===== src/rtl/store_commit_buffer_if.sv =====
// Bundle of store-in, commit, memory-write and load-probe signals for store_commit_buffer.
// master = environment (RS/ROB/memory/load unit), slave = the buffer itself.
interface store_commit_buffer_if #(
  parameter int PTR_W = 3
);
  logic             flush;
  logic             st_ready;
  logic [5:0]       st_tag;
  logic [31:0]      st_data;
  logic [31:0]      st_addr;
  logic             full;
  logic             overflow;
  logic             commit_valid;
  logic [5:0]       commit_tag;
  // mem_we/mem_ack: a write transfers on any cycle where both are high; mem_addr and
  // mem_wdata hold their value from the rise of mem_we until that cycle.
  logic             mem_we;
  logic [31:0]      mem_addr;
  logic [31:0]      mem_wdata;
  logic             mem_ack;
  logic             ld_check;
  logic [31:0]      ld_addr;
  logic             ld_hit;
  logic [31:0]      ld_data;
  logic             ld_stall;
  logic [PTR_W:0]   count;
  logic             empty;
  logic             dbg_state;

  modport master (
    output flush, st_ready, st_tag, st_data, st_addr, commit_valid, commit_tag,
           mem_ack, ld_check, ld_addr,
    input  full, overflow, mem_we, mem_addr, mem_wdata, ld_hit, ld_data, ld_stall,
           count, empty, dbg_state
  );

  modport slave (
    input  flush, st_ready, st_tag, st_data, st_addr, commit_valid, commit_tag,
           mem_ack, ld_check, ld_addr,
    output full, overflow, mem_we, mem_addr, mem_wdata, ld_hit, ld_data, ld_stall,
           count, empty, dbg_state
  );
endinterface


===== src/rtl/store_commit_buffer.sv =====
// In-order store buffer: holds completed stores until ROB commit, drains them to memory,
// and checks loads against pending stores. Define STORE_FWD_EN to forward exact-address hits.
module store_commit_buffer #(
  parameter int DEPTH = 8,
  parameter int PTR_W = 3
) (
  input  logic                  clk,
  input  logic                  reset,
  store_commit_buffer_if.slave  bus
);
  typedef enum logic {S_IDLE, S_WRITE} drain_state_e;

  logic [DEPTH-1:0] valid_q, committed_q, valid_n, committed_n;
  logic [DEPTH-1:0] commit_hit, committed_d;
  logic [5:0]       tag_q  [DEPTH];
  logic [31:0]      addr_q [DEPTH];
  logic [31:0]      data_q [DEPTH];
  logic [PTR_W-1:0] head_q, tail_q, next_idx, load_idx, age_idx;
  logic [PTR_W:0]   count_q, count_n, n_comm;
  logic             overflow_q, full, push, pop, load_en;
  logic [31:0]      mem_addr_q, mem_wdata_q;
  drain_state_e     state_q, state_d;
  logic             ld_hit_c, ld_stall_c;
  logic [31:0]      ld_data_c;

  assign full     = (count_q == (PTR_W+1)'(DEPTH));
  assign push     = bus.st_ready && !full && !bus.flush;
  assign next_idx = head_q + PTR_W'(1);

  // Commits land before a same-cycle flush, so the committed set below already includes them.
  always_comb begin
    commit_hit = '0;
    n_comm     = '0;
    for (int i = 0; i < DEPTH; i++) begin
      commit_hit[i] = bus.commit_valid && valid_q[i] && !committed_q[i] &&
                      (tag_q[i] == bus.commit_tag);
    end
    committed_d = committed_q | commit_hit;
    for (int i = 0; i < DEPTH; i++) begin
      if (valid_q[i] && committed_d[i]) n_comm = n_comm + (PTR_W+1)'(1);
    end
  end

  always_comb begin
    state_d  = state_q;
    load_en  = 1'b0;
    load_idx = head_q;
    pop      = 1'b0;
    case (state_q)
      S_IDLE: begin
        if (valid_q[head_q] && committed_q[head_q]) begin
          load_en = 1'b1;
          state_d = S_WRITE;
        end
      end
      S_WRITE: begin
        if (bus.mem_ack) begin
          pop = 1'b1;
          if (valid_q[next_idx] && committed_q[next_idx]) begin
            load_en  = 1'b1;
            load_idx = next_idx;
          end else begin
            state_d = S_IDLE;
          end
        end
      end
      default: state_d = S_IDLE;
    endcase
  end

  always_comb begin
    valid_n     = valid_q;
    committed_n = committed_d;
    if (bus.flush) valid_n = valid_q & committed_d;
    if (pop) valid_n[head_q] = 1'b0;
    if (push) begin
      valid_n[tail_q]     = 1'b1;
      committed_n[tail_q] = 1'b0;
    end
    committed_n = committed_n & valid_n;
    if (bus.flush) count_n = n_comm - (PTR_W+1)'(pop);
    else           count_n = count_q + (PTR_W+1)'(push) - (PTR_W+1)'(pop);
  end

  always_ff @(posedge clk or negedge reset) begin
    if (!reset) begin
      valid_q     <= '0;
      committed_q <= '0;
      head_q      <= '0;
      tail_q      <= '0;
      count_q     <= '0;
      overflow_q  <= 1'b0;
    end else begin
      valid_q     <= valid_n;
      committed_q <= committed_n;
      count_q     <= count_n;
      if (bus.st_ready && full) overflow_q <= 1'b1;
      if (pop) head_q <= next_idx;
      // Flush rewinds tail to just past the committed prefix.
      if (bus.flush)  tail_q <= head_q + n_comm[PTR_W-1:0];
      else if (push)  tail_q <= tail_q + PTR_W'(1);
    end
  end

  always_ff @(posedge clk) begin
    if (push) begin
      tag_q[tail_q]  <= bus.st_tag;
      addr_q[tail_q] <= bus.st_addr;
      data_q[tail_q] <= bus.st_data;
    end
  end

  always_ff @(posedge clk or negedge reset) begin
    if (!reset) begin
      state_q     <= S_IDLE;
      mem_addr_q  <= '0;
      mem_wdata_q <= '0;
    end else begin
      state_q <= state_d;
      if (load_en) begin
        mem_addr_q  <= addr_q[load_idx];
        mem_wdata_q <= data_q[load_idx];
      end
    end
  end

  // Walk oldest to youngest so the youngest word match decides the result.
  always_comb begin
    ld_hit_c   = 1'b0;
    ld_stall_c = 1'b0;
    ld_data_c  = '0;
    age_idx    = head_q;
    if (bus.ld_check) begin
      for (int i = 0; i < DEPTH; i++) begin
        age_idx = head_q + PTR_W'(i);
        if (valid_q[age_idx] && (addr_q[age_idx][31:2] == bus.ld_addr[31:2])) begin
`ifdef STORE_FWD_EN
          if (addr_q[age_idx][1:0] == bus.ld_addr[1:0]) begin
            ld_hit_c   = 1'b1;
            ld_data_c  = data_q[age_idx];
            ld_stall_c = 1'b0;
          end else begin
            ld_hit_c   = 1'b0;
            ld_data_c  = '0;
            ld_stall_c = 1'b1;
          end
`else
          ld_stall_c = 1'b1;
`endif
        end
      end
    end
  end

  assign bus.full      = full;
  assign bus.empty     = (count_q == '0);
  assign bus.count     = count_q;
  assign bus.overflow  = overflow_q;
  assign bus.mem_we    = (state_q == S_WRITE);
  assign bus.mem_addr  = mem_addr_q;
  assign bus.mem_wdata = mem_wdata_q;
  assign bus.ld_hit    = ld_hit_c;
  assign bus.ld_data   = ld_data_c;
  assign bus.ld_stall  = ld_stall_c;
  assign bus.dbg_state = (state_q == S_WRITE);
endmodule


===== src/flat_wrapper.sv =====
// flat-port wrapper written by rule: the top's interface ports become plain ports
module store_commit_buffer_flat 
#(
  parameter int DEPTH = 8,
  parameter int PTR_W = 3
)
  (clk, reset, bus_flush, bus_st_ready, bus_st_tag, bus_st_data, bus_st_addr, bus_commit_valid, bus_commit_tag, bus_mem_ack, bus_ld_check, bus_ld_addr, bus_full, bus_overflow, bus_mem_we, bus_mem_addr, bus_mem_wdata, bus_ld_hit, bus_ld_data, bus_ld_stall, bus_count, bus_empty, bus_dbg_state);
  store_commit_buffer_if #(.PTR_W(PTR_W)) bus_i ();
  input  logic clk;
  input  logic reset;
  input wire logic [$bits(bus_i.flush)-1:0] bus_flush;
  input wire logic [$bits(bus_i.st_ready)-1:0] bus_st_ready;
  input wire logic [$bits(bus_i.st_tag)-1:0] bus_st_tag;
  input wire logic [$bits(bus_i.st_data)-1:0] bus_st_data;
  input wire logic [$bits(bus_i.st_addr)-1:0] bus_st_addr;
  input wire logic [$bits(bus_i.commit_valid)-1:0] bus_commit_valid;
  input wire logic [$bits(bus_i.commit_tag)-1:0] bus_commit_tag;
  input wire logic [$bits(bus_i.mem_ack)-1:0] bus_mem_ack;
  input wire logic [$bits(bus_i.ld_check)-1:0] bus_ld_check;
  input wire logic [$bits(bus_i.ld_addr)-1:0] bus_ld_addr;
  output wire logic [$bits(bus_i.full)-1:0] bus_full;
  output wire logic [$bits(bus_i.overflow)-1:0] bus_overflow;
  output wire logic [$bits(bus_i.mem_we)-1:0] bus_mem_we;
  output wire logic [$bits(bus_i.mem_addr)-1:0] bus_mem_addr;
  output wire logic [$bits(bus_i.mem_wdata)-1:0] bus_mem_wdata;
  output wire logic [$bits(bus_i.ld_hit)-1:0] bus_ld_hit;
  output wire logic [$bits(bus_i.ld_data)-1:0] bus_ld_data;
  output wire logic [$bits(bus_i.ld_stall)-1:0] bus_ld_stall;
  output wire logic [$bits(bus_i.count)-1:0] bus_count;
  output wire logic [$bits(bus_i.empty)-1:0] bus_empty;
  output wire logic [$bits(bus_i.dbg_state)-1:0] bus_dbg_state;
  assign bus_i.flush = bus_flush;
  assign bus_i.st_ready = bus_st_ready;
  assign bus_i.st_tag = bus_st_tag;
  assign bus_i.st_data = bus_st_data;
  assign bus_i.st_addr = bus_st_addr;
  assign bus_i.commit_valid = bus_commit_valid;
  assign bus_i.commit_tag = bus_commit_tag;
  assign bus_i.mem_ack = bus_mem_ack;
  assign bus_i.ld_check = bus_ld_check;
  assign bus_i.ld_addr = bus_ld_addr;
  assign bus_full = bus_i.full;
  assign bus_overflow = bus_i.overflow;
  assign bus_mem_we = bus_i.mem_we;
  assign bus_mem_addr = bus_i.mem_addr;
  assign bus_mem_wdata = bus_i.mem_wdata;
  assign bus_ld_hit = bus_i.ld_hit;
  assign bus_ld_data = bus_i.ld_data;
  assign bus_ld_stall = bus_i.ld_stall;
  assign bus_count = bus_i.count;
  assign bus_empty = bus_i.empty;
  assign bus_dbg_state = bus_i.dbg_state;
  store_commit_buffer #(.DEPTH(DEPTH), .PTR_W(PTR_W)) u_core (.clk(clk), .reset(reset), .bus(bus_i));
endmodule

===== config.mk =====
export PLATFORM = sky130hd
export DESIGN_NAME = store_commit_buffer_flat
export DESIGN_NICKNAME = d
export VERILOG_FILES = /design/src/rtl/store_commit_buffer_if.sv /design/src/rtl/store_commit_buffer.sv /design/src/flat_wrapper.sv
export SDC_FILE = /design/constraint.sdc
export NUM_CORES = 1
export LEC_CHECK = 0
export CAP_MARGIN = 10
export CORE_ASPECT_RATIO = 1.4
export CORE_MARGIN = 8
export CORE_UTILIZATION = 50
export CTS_CLUSTER_SIZE = 16
export DETAILED_ROUTE_END_ITERATION = 10
export PLACE_DENSITY = 0.7
export REMOVE_ABC_BUFFERS = 1
export SETUP_SLACK_MARGIN = 0.1
export SLEW_MARGIN = 20
export SYNTH_ARGS = -nofsm -noshare
export SYNTH_HDL_FRONTEND = slang
export SYNTH_SLANG_ARGS = --single-unit

===== constraint.sdc =====
create_clock -name clk -period 13.38 [get_ports clk]
set_input_delay 2.007 -clock clk [delete_from_list [all_inputs] [get_ports clk]]
set_output_delay 2.007 -clock clk [all_outputs]
set_load 0.01 [all_outputs]

==> flow_summary.json <==
{
  "cts_tree": "done",
  "synth.yosys.seq_area_share": 0.511,
  "start_kind": "register",
  "design.portCount": 222,
  "drc": 0,
  "clockRootBuffer": "clkbuf_16",
  "async_flop_share": 0.141,
  "setup_ws_ns": 4.94,
  "max_slew_margin": 0.220,
  "ant_nets": 0,
  "num-fill-cells": 5694,
  "clk_latency_ns": 0.63,
  "cts_setup_buffers": 0,
  "grtUsageTotal": 0.245,
  "ys_ff_latch": 652,
  "die_x_um": 247,
  "synth_cells": 2346,
  "clkTransAtPathRegs_ns": 0.06,
  "syn_area_um2": 37400,
  "synthTopCellsByArea": "edfxtp_1 (45%), mux4_2 (23%), mux2i_1 (8.1%)",
  "p_total_w": 0.00462,
  "rsz0062_at_grt": "false",
  "die_h_um": 340,
  "cap_violations": 0,
  "initial_core_util": 0.506,
  "synth_edf_count": 560,
  "final_max_slew_viol_count": 0,
  "final_util": 0.571,
  "hold_class": "reg -> reg",
  "status": "complete, no violations",
  "clock_skew_ns": 0.0194,
  "antenna_found_initial": 16,
  "via_count": 22373,
  "synth-simple-area-share": 0.0389,
  "p_leak_nw": 14.5,
  "syn_to_final_growth_pct": 12.9,
  "synth_fa_ha_area_frac": 0.00843,
  "fin_nets": 2604,
  "wl_per_cell_um": 29.6,
  "cts-resized-gates": 0,
  "cts_max_path_buffers": 3,
  "gr-total-overflow": 0,
  "cp-end-kind": "output pin",
  "cts_hold_buf": 0,
  "whs_ns": 0.463,
  "synth_top_area_frac": 0.450,
  "rows": 118,
  "place_ws_ns": 5.53,
  "post-route-period-util": 0.631,
  "clock-sinks": 652,
  "path_max_fanout": 124,
  "cts_max_level": 3,
  "yosys.area.top_type": "edfxtp_1",
  "dieArea_um2": 84000,
  "synth_top_family_by_area": "multiplexers",
  "drt_wl_total_um": 103000,
  "grt_pass1_vias": 23296,
  "drive_gt1_frac": 0.223,
  "core_um2": 74000,
  "critPathKind": "reg -> out",
  "ys_types": 69,
  "grt_max_degree": 125,
  "cp.required_ns": 11.37,
  "port-buffer-count": 186,
  "cp.arrival_ns": 6.43,
  "gp_congestion": 0.971,
  "grt_pass1_wl_um": 153000,
  "dp_hpwl_um": 68000,
  "synth-compound-area-share": 0.0232,
  "worstMarginPinSlew_ns": 1.17,
  "setup_viol": 0,
  "numCtsBuffers": 66,
  "power_density_nw_per_um2": 109,
  "synth_flop_cell": "edfxtp_1",
  "syn_area_per_cell_um2": 15.9,
  "synth_mux_area_frac": 0.310,
  "yosysWarnings": 0,
  "drtIter0Drc": 1854,
  "ir_drop_uv": 100,
  "routed_via_density": 6.42,
  "max_freq_mhz": 119,
  "synth_xor_area_frac": 0.0770,
  "hold_viol": 0,
  "period_needed_ns": 8.44,
  "firstDrtPassIters": 5
}
-- metal layers --
metal	GRT usage	vias up	routed length (um)
met2	0.419	932	52700
met4	0.120	12	5180
met5	0	-	80
met3	0.0495	232	7390
met1	0.292	11632	37800
li1	-	9565	-
-- path summary, 6_finish.rpt --
kind / from / to / slack (ns) / cells after the start
worst max-delay path: u_core.head_q[0]$_DFFE_PN0P_ / bus_ld_stall / 4.94 / 12
min in group asynchronous: reset / u_core.bus.mem_addr[13]$_DFFE_PN0P_ / 1.38 / 1
worst max register to register: u_core.head_q[0]$_DFFE_PN0P_ / u_core.bus.mem_addr[9]$_DFFE_PN0P_ / 7.62 / 11
worst min register to register: u_core.bus.overflow$_DFFE_PN0P_ / u_core.bus.overflow$_DFFE_PN0P_ / 0.46 / 1
max in group asynchronous: reset / u_core.head_q[0]$_DFFE_PN0P_ / 10.53 / 2
worst min-delay path: u_core.bus.overflow$_DFFE_PN0P_ / u_core.bus.overflow$_DFFE_PN0P_ / 0.46 / 1
-- critical path: stages, from the launching register on --
cell,delay (ns)
dfrtp_4,0.69
buf_12,0.66
buf_4,0.81
mux4_2,0.63
mux2i_1,0.20
xnor2_1,0.16
nor4_1,0.90
nand4_1,0.23
nor4_1,0.38
a31oi_1,0.13
nand3_1,0.13
o21a_1,0.18
clkdlybuf4s50_1,0.56
-- flip-flops by register name (all words and copies together), names as in the netlist --
name,count
u_core.addr_q,256
u_core.bus.count,4
u_core.bus.dbg_state,1
u_core.bus.mem_addr,32
u_core.bus.mem_wdata,32
u_core.bus.overflow,1
u_core.committed_q,8
u_core.data_q,256
u_core.head_q,3
u_core.tag_q,48
u_core.tail_q,3
u_core.valid_q,8
-- through the flow --
| stage | std cells | cell area [um2] | setup TNS, ns |
|---|---|---|---|
| 4_1_cts | 3477 | 42200 | 0 |
| 3_3_place_gp | 3357 | 40000 | 0 |
| 2_1_floorplan | 2172 | 36500 | -1102.39 |
| 5_1_grt | 3480 | 42200 | 0 |
| 6_report | 3486 | 42200 | 0 |
| 3_5_place_dp | 3357 | 40000 | 0 |
-- cells in the final DEF, fill, tap and decap left out, drive strengths merged, types with 8 or more instances in the layout --
cell type	instances
a21oi	22
a31oi	9
buf	40
clkbuf	92
clkdlybuf4s50	185
clkinv	21
conb	33
dfrtp	92
diode	9
edfxtp	560
ha	22
inv	34
mux2i	304
mux4	378
nand2	105
nand3	12
nand4	38
nor2	26
nor3	25
nor3b	9
nor4	38
o21ai	78
or2	8
xnor2	170
xor2	147
-- layout make-up --
class / count / area (um2) / area share
well taps: 960 / 1200 / 0.0285
clock buffers: 92 / 1870 / 0.0444
clock inverters: 28 / 300 / 0.00711
multi-input cells: 1488 / 17400 / 0.412
diodes: 9 / 22.5 / 0.000533
repair buffers: 225 / 2180 / 0.0516
inverters: 32 / 121 / 0.00287
flip-flops and latches: 652 / 19100 / 0.453
-- power by group --
group	internal, W	switching (W)
sequential	0.00226	0.0000278
clock	0.00108	0.000784
combinational	0.000206	0.000264
total	0.00355	0.00108
-- Yosys cell counts (all sizes together) (3+ instances only) --
library cell	count
edfxtp	560
mux4	378
mux2i	304
xnor2	170
buf	168
xor2	147
nand2	105
dfrtp	92
o21ai	78
clkbuf	38
nand4	38
nor4	38
inv	32
nor2	26
nor3	25
a21oi	22
ha	22
nand3	12
a31oi	9
nor3b	9
or2	8
a21o	5
and2	4
and3	4
nand2b	4
or3	4
a31o	3
a41oi	3
mux2	3
o21a	3
-- cell families (layout without fill, tap and decap cells) --
logic type	after synthesis	count (layout)
muxes	685	685
DFF	652	652
xor gates and xnor gates	319	319
and+or+nand+nor	285	285
buffers and inverters	238	377
AOI/OAI and AO/OA	142	142
adders and majority gates	24	24
other	1	42
No activity file was read; power rests on OpenSTA's default activity.
